File: src/rtl/comb_logic_pipe_if.sv
// Bus for comb_logic_pipe: control, input sample, and output/status.
// Width of occupancy is derived from the same STAGES/REG_EVERY as the pipe.
interface comb_logic_pipe_if #(
  parameter int WIDTH     = 8,
  parameter int STAGES    = 60,
  parameter int REG_EVERY = 15
);
  localparam int L     = (STAGES + REG_EVERY - 1) / REG_EVERY;
  localparam int OCC_W = $clog2(L + 1);

  logic             en;
  logic             flush;
  logic             in_valid;
  logic [WIDTH-1:0] pm_in;
  logic [WIDTH-1:0] pm_out;
  logic             out_valid;
  logic [OCC_W-1:0] occupancy;
  logic             busy;

  modport master (
    output en, flush, in_valid, pm_in,
    input  pm_out, out_valid, occupancy, busy
  );

  modport slave (
    input  en, flush, in_valid, pm_in,
    output pm_out, out_valid, occupancy, busy
  );
endinterface

File: src/rtl/comb_logic_pipe.sv
// Identity AND-chain (x & x per stage) with a register rank every REG_EVERY stages; latency L enabled cycles.
// No ready: en=0 stalls every rank and ignores the input, so upstream must hold its sample.
module comb_logic_pipe #(
  parameter int WIDTH     = 8,
  parameter int STAGES    = 60,
  parameter int REG_EVERY = 15
) (
  input logic              clk,
  input logic              reset_n,
  comb_logic_pipe_if.slave bus
);
  localparam int L     = (STAGES + REG_EVERY - 1) / REG_EVERY;
  localparam int OCC_W = $clog2(L + 1);

  // Stage index feeding rank r; the last rank always taps the chain end.
  function automatic int tap(input int r);
    return (r * REG_EVERY < STAGES) ? r * REG_EVERY : STAGES;
  endfunction

  (* keep = "true" *) logic [WIDTH-1:0] inter [0:STAGES];
  logic [WIDTH-1:0] rank_q [1:L];
  logic [L:1]       vld;
  logic [OCC_W-1:0] occ;
  logic             advance;

  assign inter[0] = bus.pm_in;
  assign advance  = bus.en & ~bus.flush;

  // After each rank the chain restarts from that rank's register output.
  for (genvar k = 1; k <= STAGES; k++) begin : g_chain
    if (k > 1 && ((k - 1) % REG_EVERY) == 0) begin : g_resume
      assign inter[k] = rank_q[(k - 1) / REG_EVERY] & rank_q[(k - 1) / REG_EVERY];
    end else begin : g_link
      assign inter[k] = inter[k - 1] & inter[k - 1];
    end
  end

  always_ff @(posedge clk or negedge reset_n) begin
    if (!reset_n) begin
      for (int r = 1; r <= L; r++) rank_q[r] <= '0;
    end else if (advance) begin
      for (int r = 1; r <= L; r++) rank_q[r] <= inter[tap(r)];
    end
  end

  // Occupancy tracks the valid bits incrementally; flush beats en and in_valid.
  always_ff @(posedge clk or negedge reset_n) begin
    if (!reset_n) begin
      vld <= '0;
      occ <= '0;
    end else if (bus.flush) begin
      vld <= '0;
      occ <= '0;
    end else if (bus.en) begin
      vld[1] <= bus.in_valid;
      for (int r = 2; r <= L; r++) vld[r] <= vld[r - 1];
      if (bus.in_valid && !vld[L]) begin
        occ <= occ + OCC_W'(1);
      end else if (!bus.in_valid && vld[L]) begin
        occ <= occ - OCC_W'(1);
      end
    end
  end

  assign bus.pm_out    = rank_q[L];
  assign bus.out_valid = vld[L];
  assign bus.occupancy = occ;
  assign bus.busy      = |occ;
endmodule

File: src/flat_wrapper.sv
// flat-port wrapper written by rule: the top's interface ports become plain ports
module comb_logic_pipe_flat 
#(
  parameter int WIDTH     = 8,
  parameter int STAGES    = 60,
  parameter int REG_EVERY = 15
)
  (clk, reset_n, bus_en, bus_flush, bus_in_valid, bus_pm_in, bus_pm_out, bus_out_valid, bus_occupancy, bus_busy);
  comb_logic_pipe_if #(.WIDTH(WIDTH), .STAGES(STAGES), .REG_EVERY(REG_EVERY)) bus_i ();
  input logic clk;
  input logic reset_n;
  input wire logic [$bits(bus_i.en)-1:0] bus_en;
  input wire logic [$bits(bus_i.flush)-1:0] bus_flush;
  input wire logic [$bits(bus_i.in_valid)-1:0] bus_in_valid;
  input wire logic [$bits(bus_i.pm_in)-1:0] bus_pm_in;
  output wire logic [$bits(bus_i.pm_out)-1:0] bus_pm_out;
  output wire logic [$bits(bus_i.out_valid)-1:0] bus_out_valid;
  output wire logic [$bits(bus_i.occupancy)-1:0] bus_occupancy;
  output wire logic [$bits(bus_i.busy)-1:0] bus_busy;
  assign bus_i.en = bus_en;
  assign bus_i.flush = bus_flush;
  assign bus_i.in_valid = bus_in_valid;
  assign bus_i.pm_in = bus_pm_in;
  assign bus_pm_out = bus_i.pm_out;
  assign bus_out_valid = bus_i.out_valid;
  assign bus_occupancy = bus_i.occupancy;
  assign bus_busy = bus_i.busy;
  comb_logic_pipe #(.WIDTH(WIDTH), .STAGES(STAGES), .REG_EVERY(REG_EVERY)) u_core (.clk(clk), .reset_n(reset_n), .bus(bus_i));
endmodule
File: config.mk
export PLATFORM = sky130hd
export DESIGN_NAME = comb_logic_pipe_flat
export DESIGN_NICKNAME = d
export VERILOG_FILES = /design/src/rtl/comb_logic_pipe_if.sv /design/src/rtl/comb_logic_pipe.sv /design/src/flat_wrapper.sv
export SDC_FILE = /design/constraint.sdc
export NUM_CORES = 1
export LEC_CHECK = 0
export CAP_MARGIN = 30
export CORE_AREA = 2 2 126 128
export DETAILED_ROUTE_END_ITERATION = 16
export DIE_AREA = 0 0 128 130
export GPL_ROUTABILITY_DRIVEN = 0
export PLACE_DENSITY = 0.55
export SETUP_SLACK_MARGIN = 0.2
export SLEW_MARGIN = 20
export SYNTH_ARGS = -nofsm -noshare
export SYNTH_HDL_FRONTEND = slang
export SYNTH_SLANG_ARGS = --single-unit
File: constraint.sdc
create_clock -name clk -period 2 [get_ports clk]
set_clock_uncertainty 0.05 [all_clocks]
set_input_delay 0.4 -clock clk [delete_from_list [all_inputs] [get_ports clk]]
set_output_delay 0.4 -clock clk [all_outputs]
set_load 0.1 [all_outputs]
==> results of run 1 <==
worst paths after layout:
path                       cells after the start                       to                    start
min reg2reg                                    1     u_core.bus.pm_out[4]        u_core.rank_q[12]
max                                            2                 bus_busy  u_core.bus.occupancy[1]
max in group asynchronous                      2        u_core.rank_q[26]                  reset_n
max reg2reg                                    5  u_core.bus.occupancy[2]  u_core.bus.occupancy[0]
min in group clk                               1     u_core.bus.pm_out[4]        u_core.rank_q[12]
min                                            1            u_core.vld[4]                  reset_n
cell type report:
| type | instances | share of cell area, % |
|---|---|---|
| clock buffers | 5 | 5.14 |
| clock inverters | 3 | 1.80 |
| inverters | 2 | 0.308 |
| multi-input cells | 59 | 27.8 |
| flip-flops and latches | 39 | 40.6 |
| well taps | 192 | 9.86 |
| repair buffers | 34 | 14.5 |
worst register-to-register path, cell delays in order, from the launching register on:
cell and delay, ns:
sky130_fd_sc_hd__dfrtp_4 0.40, sky130_fd_sc_hd__buf_4 0.14, sky130_fd_sc_hd__inv_2 0.05, sky130_fd_sc_hd__fa_2 0.39
sky130_fd_sc_hd__o31ai_2 0.19, sky130_fd_sc_hd__mux2_2 0.35
routing by layer:
layer	global-route usage, %	vias up
met1	4.96	475
met3	1.48	6
met4	2.71	0
met5	0	-
li1	-	433
met2	6.39	16
registers in the layout (all words and copies together) (netlist names):
register,cells
u_core.bus.pm_out,8
u_core.rank_q,24
u_core.vld,4
u_core.bus.occupancy,3
timing repair:
| item | CTS | global route |
|---|---|---|
| setup buffers | 1 | 1 |
| endpoints found under the setup margin | 2 | 1 |
| resized for setup | 2 | 0 |
report_power, final:
group	internal [mW]	switching [mW]	total (mW)	leakage (nW)
Clock	0.588	0.319	0.907	0.0838
Combinational	0.404	0.711	1.12	0.493
Sequential	0.983	0.110	1.09	0.468
stage by stage:
step,area [sq um],setup slack (ns),setup TNS [ns],power [mW]
2_1_floorplan,1750,0.205,0,1.97
3_3_place_gp,2250,-0.110,-0.110,2.22
3_5_place_dp,2250,-0.124,-0.124,2.23
4_1_cts,2430,0.204,0,3.17
5_1_grt,2440,0.194,0,3.26
6_report,2440,0.221,0,3.12
==> impl_metrics.json, run 1 <==
{
  "status": "finished clean",
  "grt_first_pass_wirelength_mm": 5.20,
  "drt-pass1-iter-count": 2,
  "cts_hold_buffers": 0,
  "final-setup-viol-count": 0,
  "fmaxAchievable_mhz": 562,
  "post_route_drc": 0,
  "worst_skew_pair.late_latency_ns": 0.28,
  "drv.max_cap_violation_count": 0,
  "postLayoutCoreUtil_pct": 15.8,
  "gr-usage-all-layers_pct": 4.16,
  "critPathLaunchType": "flip-flop",
  "worst_path_largest_cell_delay_ns": 0.49,
  "first_iter_violations": 20,
  "grt_pass1_vias": 1014,
  "worstHoldPathType": "primary input to asynchronous set/reset pin",
  "final_antenna_net_count": 0,
  "net_count_after_synthesis": 120,
  "tritoncts": "built",
  "dp.cells": 324,
  "tightestPinTransition_ns": 0.659,
  "timing.hold.ws_ns": 0.0980,
  "layoutNonFillerInstCount": 334,
  "core_area_sq_um": 15400,
  "postSynthCellCount": 106,
  "area_of_the_multi_input_gates_sq_um": 677,
  "routedWlPerCell_um": 9.37,
  "critPathTopFamily": "flip-flops",
  "register_area_sq_um": 988,
  "layout_common_cells": "35 x sky130_fd_sc_hd__dfrtp_1, 30 x sky130_fd_sc_hd__mux2_4, 16 x sky130_fd_sc_hd__buf_4, 10 x sky130_fd_sc_hd__clkdlybuf4s50_1",
  "layout.cells.most_common": "sky130_fd_sc_hd__dfrtp_1",
  "pin_count_of_the_biggest_net_entering_global_routing": 30,
  "final_min_period_over_clock_period_pct": 89.0,
  "io_pins": 26,
  "r2r_setup_slack_ns": 0.31,
  "clk_transition_reported_paths_ns": 0.06,
  "port-buffer-count": 25,
  "per_cell_via_count_in_the_routed_design": 2.78,
  "die-width_um": 128,
  "setup_repair_after_global_routing_missed_its_margin": "true",
  "timing.final.crit_period_ns": 1.78,
  "die_area_sq_um": 16600,
  "clock-root-buffer": "sky130_fd_sc_hd__clkbuf_16",
  "core.rowCount": 46,
  "crit_chain": "or3_4 > buf_12",
  "global_route.overflow_total": 0,
  "via_count": 930,
  "diodes": 0,
  "die_h_um": 130,
  "synth.yosys.warnings": 0,
  "slew_limit_headroom_pct": 56.1,
  "fill_cells": 1703,
  "drt_wl_total_mm": 3.13,
  "cp.buffers_inverters": 1,
  "post-dp-hpwl_mm": 2.19,
  "critical_path_s_slowest_cell": "sky130_fd_sc_hd__dfrtp_4",
  "leakage_nw": 1.05,
  "met3_length_um": 97,
  "numCtsBuffers": 5,
  "met2_wirelength_mm": 1.48,
  "top_layer": "met4",
  "finalNetCount": 155,
  "post_synth_instance_area_sq_um": 1730,
  "initial_utilization_pct": 11.2,
  "power-per-cell-area_nw_per_um2": 1280,
  "post_route_cells_drive_above_1_share_pct": 52.1,
  "area_delta_synth_final_pct": 40.5,
  "data_required_time_at_the_worst_endpoint_ns": 1.55,
  "setup.worst_path.end_class": "primary output",
  "critPathMaxFanout": 3,
  "critPathArrivalTime_ns": 1.33,
  "ir_drop_mv": 0.663,
  "per_instance_average_area_after_synthesis_sq_um": 16.4,
  "finalHoldViolCount": 0,
  "timing.final.max_slew_violations": 0,
  "crit_type": "flip-flop to primary output",
  "cts.sinks": 39,
  "cts_h_tree_depth": 2,
  "clockBufferDepth": 2,
  "wl_met1_mm": 1.47,
  "number_of_antenna_violations_at_the_first_check_in_global_routing": 0
}
No activity file was read; power rests on OpenSTA's default activity.
==> run 2: changes to the inputs <==
--- a/config.mk
+++ b/config.mk
@@ -10,6 +10,7 @@
 export DETAILED_ROUTE_END_ITERATION = 16
 export DIE_AREA = 0 0 128 130
 export GPL_ROUTABILITY_DRIVEN = 0
+export GPL_TIMING_DRIVEN = 0
 export PLACE_DENSITY = 0.55
 export SETUP_SLACK_MARGIN = 0.2
 export SLEW_MARGIN = 20
==> constraint.sdc (replaced) <==
create_clock -name clk -period 2.24 [get_ports clk]
set_clock_uncertainty 0.05 [all_clocks]
set_input_delay 0.448 -clock clk [delete_from_list [all_inputs] [get_ports clk]]
set_output_delay 0.448 -clock clk [all_outputs]
set_load 0.1 [all_outputs]
==> run 2 against run 1 <==
Net effect:
- utilization shrank 0.28 points
- combinational power shrank 15%
- final cell count decreased by 0.60%
- hold slack better by 0.30 ns
- largest cell class unchanged
- highest routed layer unchanged
==> impl_metrics.json, run 2 (same netlist as run 1, synthesis figures left out) <==
{
  "status": "finished clean",
  "slew_limit_headroom_pct": 33.6,
  "worstHoldPathType": "primary input to flip-flop",
  "critPathLaunchType": "flip-flop",
  "cp.buffers_inverters": 1,
  "r2r_cells": 4,
  "crit_path_end": "bus_pm_out[1]",
  "layout.cells.most_common": "sky130_fd_sc_hd__dfrtp_1",
  "startpoint": "u_core.bus.pm_out[1]",
  "power-per-cell-area_nw_per_um2": 1150,
  "setup.worst_path.end_class": "primary output",
  "final-setup-viol-count": 0,
  "dp.cells": 323,
  "worst_path_largest_cell_delay_ns": 0.86,
  "area_of_the_multi_input_gates_sq_um": 674,
  "crit_chain": "dlygate4sd2_1",
  "layout.cell_area.non_filler_sq_um": 2390,
  "pin_count_of_the_biggest_net_entering_global_routing": 32,
  "placedInstanceArea_sq_um": 2240,
  "critPathArrivalTime_ns": 1.50,
  "data_required_time_at_the_worst_endpoint_ns": 1.74,
  "timing.final.max_slew_violations": 0,
  "crit_type": "flip-flop to primary output",
  "drt-pass1-iter-count": 2,
  "leakage_nw": 1.03,
  "port-buffer-count": 24,
  "r2r_end": "u_core.bus.occupancy[2]",
  "largest_register_ff_count": 24,
  "diodes": 0,
  "critPathTopFamily": "buffers and inverters",
  "layout_common_cells": "36 x sky130_fd_sc_hd__dfrtp_1, 30 x sky130_fd_sc_hd__mux2_4, 10 x sky130_fd_sc_hd__clkdlybuf4s50_1, 6 x sky130_fd_sc_hd__nor2_1",
  "regToRegStartpoint": "u_core.bus.occupancy[0]",
  "core.rowCount": 46,
  "critical_path_s_slowest_cell": "sky130_fd_sc_hd__dlygate4sd2_1",
  "first_iter_violations": 14,
  "ir_drop_mv": 0.471,
  "number_of_antenna_violations_at_the_first_check_in_global_routing": 0,
  "tritoncts": "built",
  "post_route_drc": 0,
  "via_count": 904,
  "post_route_cells_drive_above_1_share_pct": 42.1,
  "drt_wl_total_mm": 3.29,
  "logic_depth_of_the_worst_setup_path_including_buffers": 1,
  "tightestPinTransition_ns": 1.00,
  "finalHoldViolCount": 0,
  "routedWlPerCell_um": 9.89,
  "die-width_um": 128,
  "per_cell_via_count_in_the_routed_design": 2.72,
  "grt_pass1_vias": 1007,
  "postLayoutCoreUtil_pct": 15.5,
  "core_area_sq_um": 15400,
  "io_pins": 26,
  "worst_skew_pair.late_latency_ns": 0.28,
  "die_h_um": 130,
  "post-dp-hpwl_mm": 2.27,
  "setup_repair_after_global_routing_missed_its_margin": "false",
  "die_area_sq_um": 16600,
  "finalNetCount": 153,
  "timing.final.crit_period_ns": 2.00,
  "grt_first_pass_wirelength_mm": 5.58,
  "setup_total_negative_slack_ns": 0,
  "fmaxAchievable_mhz": 501,
  "drv.max_cap_violation_count": 0,
  "power.total_mw": 2.75,
  "global_route.overflow_total": 0,
  "gr-usage-all-layers_pct": 4.46,
  "area_delta_synth_final_pct": 38.0,
  "cts.sinks": 39,
  "critPathMaxFanout": 2,
  "final_min_period_over_clock_period_pct": 89.1,
  "fill_cells": 1710,
  "cts_h_tree_depth": 2,
  "register_area_sq_um": 980,
  "numCtsBuffers": 5,
  "r2r_setup_slack_ns": 0.57,
  "final_antenna_net_count": 0,
  "clockBufferDepth": 2,
  "initial_utilization_pct": 11.2,
  "whs_path_depth": 3,
  "layoutNonFillerInstCount": 332,
  "clock-root-buffer": "sky130_fd_sc_hd__clkbuf_16",
  "max_flop_register": "u_core.rank_q",
  "clk_transition_reported_paths_ns": 0.06
}
-- run 2: repair_timing --
| item | CTS | global route |
|---|---|---|
| endpoints found under the setup margin | 13 | 10 |
| hold endpoints to repair | 8 | 0 |
| resized for setup | 17 | 11 |
| gates cloned | 0 | 0 |
| setup buffers | 0 | 0 |
| hold buffers | 1 | 0 |
-- run 2: per-layer routing --
layer / up-vias / share of wire [%] / track usage, %
li1: 432 / - / -
met1: 452 / 48 / 5.63
met2: 14 / 46 / 6.70
met3: 6 / 3.3 / 1.64
met4: 0 / 2.3 / 2.33
met5: - / 0 / 0
-- run 2: stage by stage --
step | setup WS [ns] | hold slack (ns)
6_report | 0.245 | 0.395
5_1_grt | 0.201 | 0.418
4_1_cts | 0.0424 | 0.385
3_5_place_dp | -0.0464 | 0.281
3_3_place_gp | -0.524 | 0.442
2_1_floorplan | 0.222 | 0.102
-- run 2: cell type report --
cell class / count / area share [%]
inverters: 2 / 0.314
multi-input cells: 59 / 28.2
clock inverters: 3 / 1.83
plain buffers: 6 / 3.61
repair buffers: 26 / 9.83
flip-flops and latches: 39 / 41.0
well taps: 192 / 10.0
clock buffers: 5 / 5.23
-- run 2: worst min-delay path by stage --
| stage | startpoint | to | slack, ns |
|---|---|---|---|
| after floorplan | reset_n | u_core.bus.occupancy[0] | 0.10 |
| after global placement | u_core.rank_q[12] | u_core.bus.pm_out[4] | 0.44 |
| after detailed placement | reset_n | u_core.vld[3] | 0.28 |
| after CTS | bus_en | u_core.bus.occupancy[1] | 0.38 |
| after global routing | bus_en | u_core.bus.occupancy[1] | 0.42 |
| final | bus_en | u_core.bus.occupancy[1] | 0.39 |
-- run 2: tightest hold or removal path, delay by kind of cell --
kind | cells | cell delay (ns)
AND/OR/NAND/NOR | 1 | 0.06
AO/OA/AOI/OAI | 1 | 0.06
buffers and inverters | 1 | 0.12
-- run 2: report_power, final --
group / internal (mW) / switching (mW) / total [mW]
Combinational: 0.327 / 0.629 / 0.955
Clock: 0.525 / 0.291 / 0.816
Sequential: 0.876 / 0.0991 / 0.975
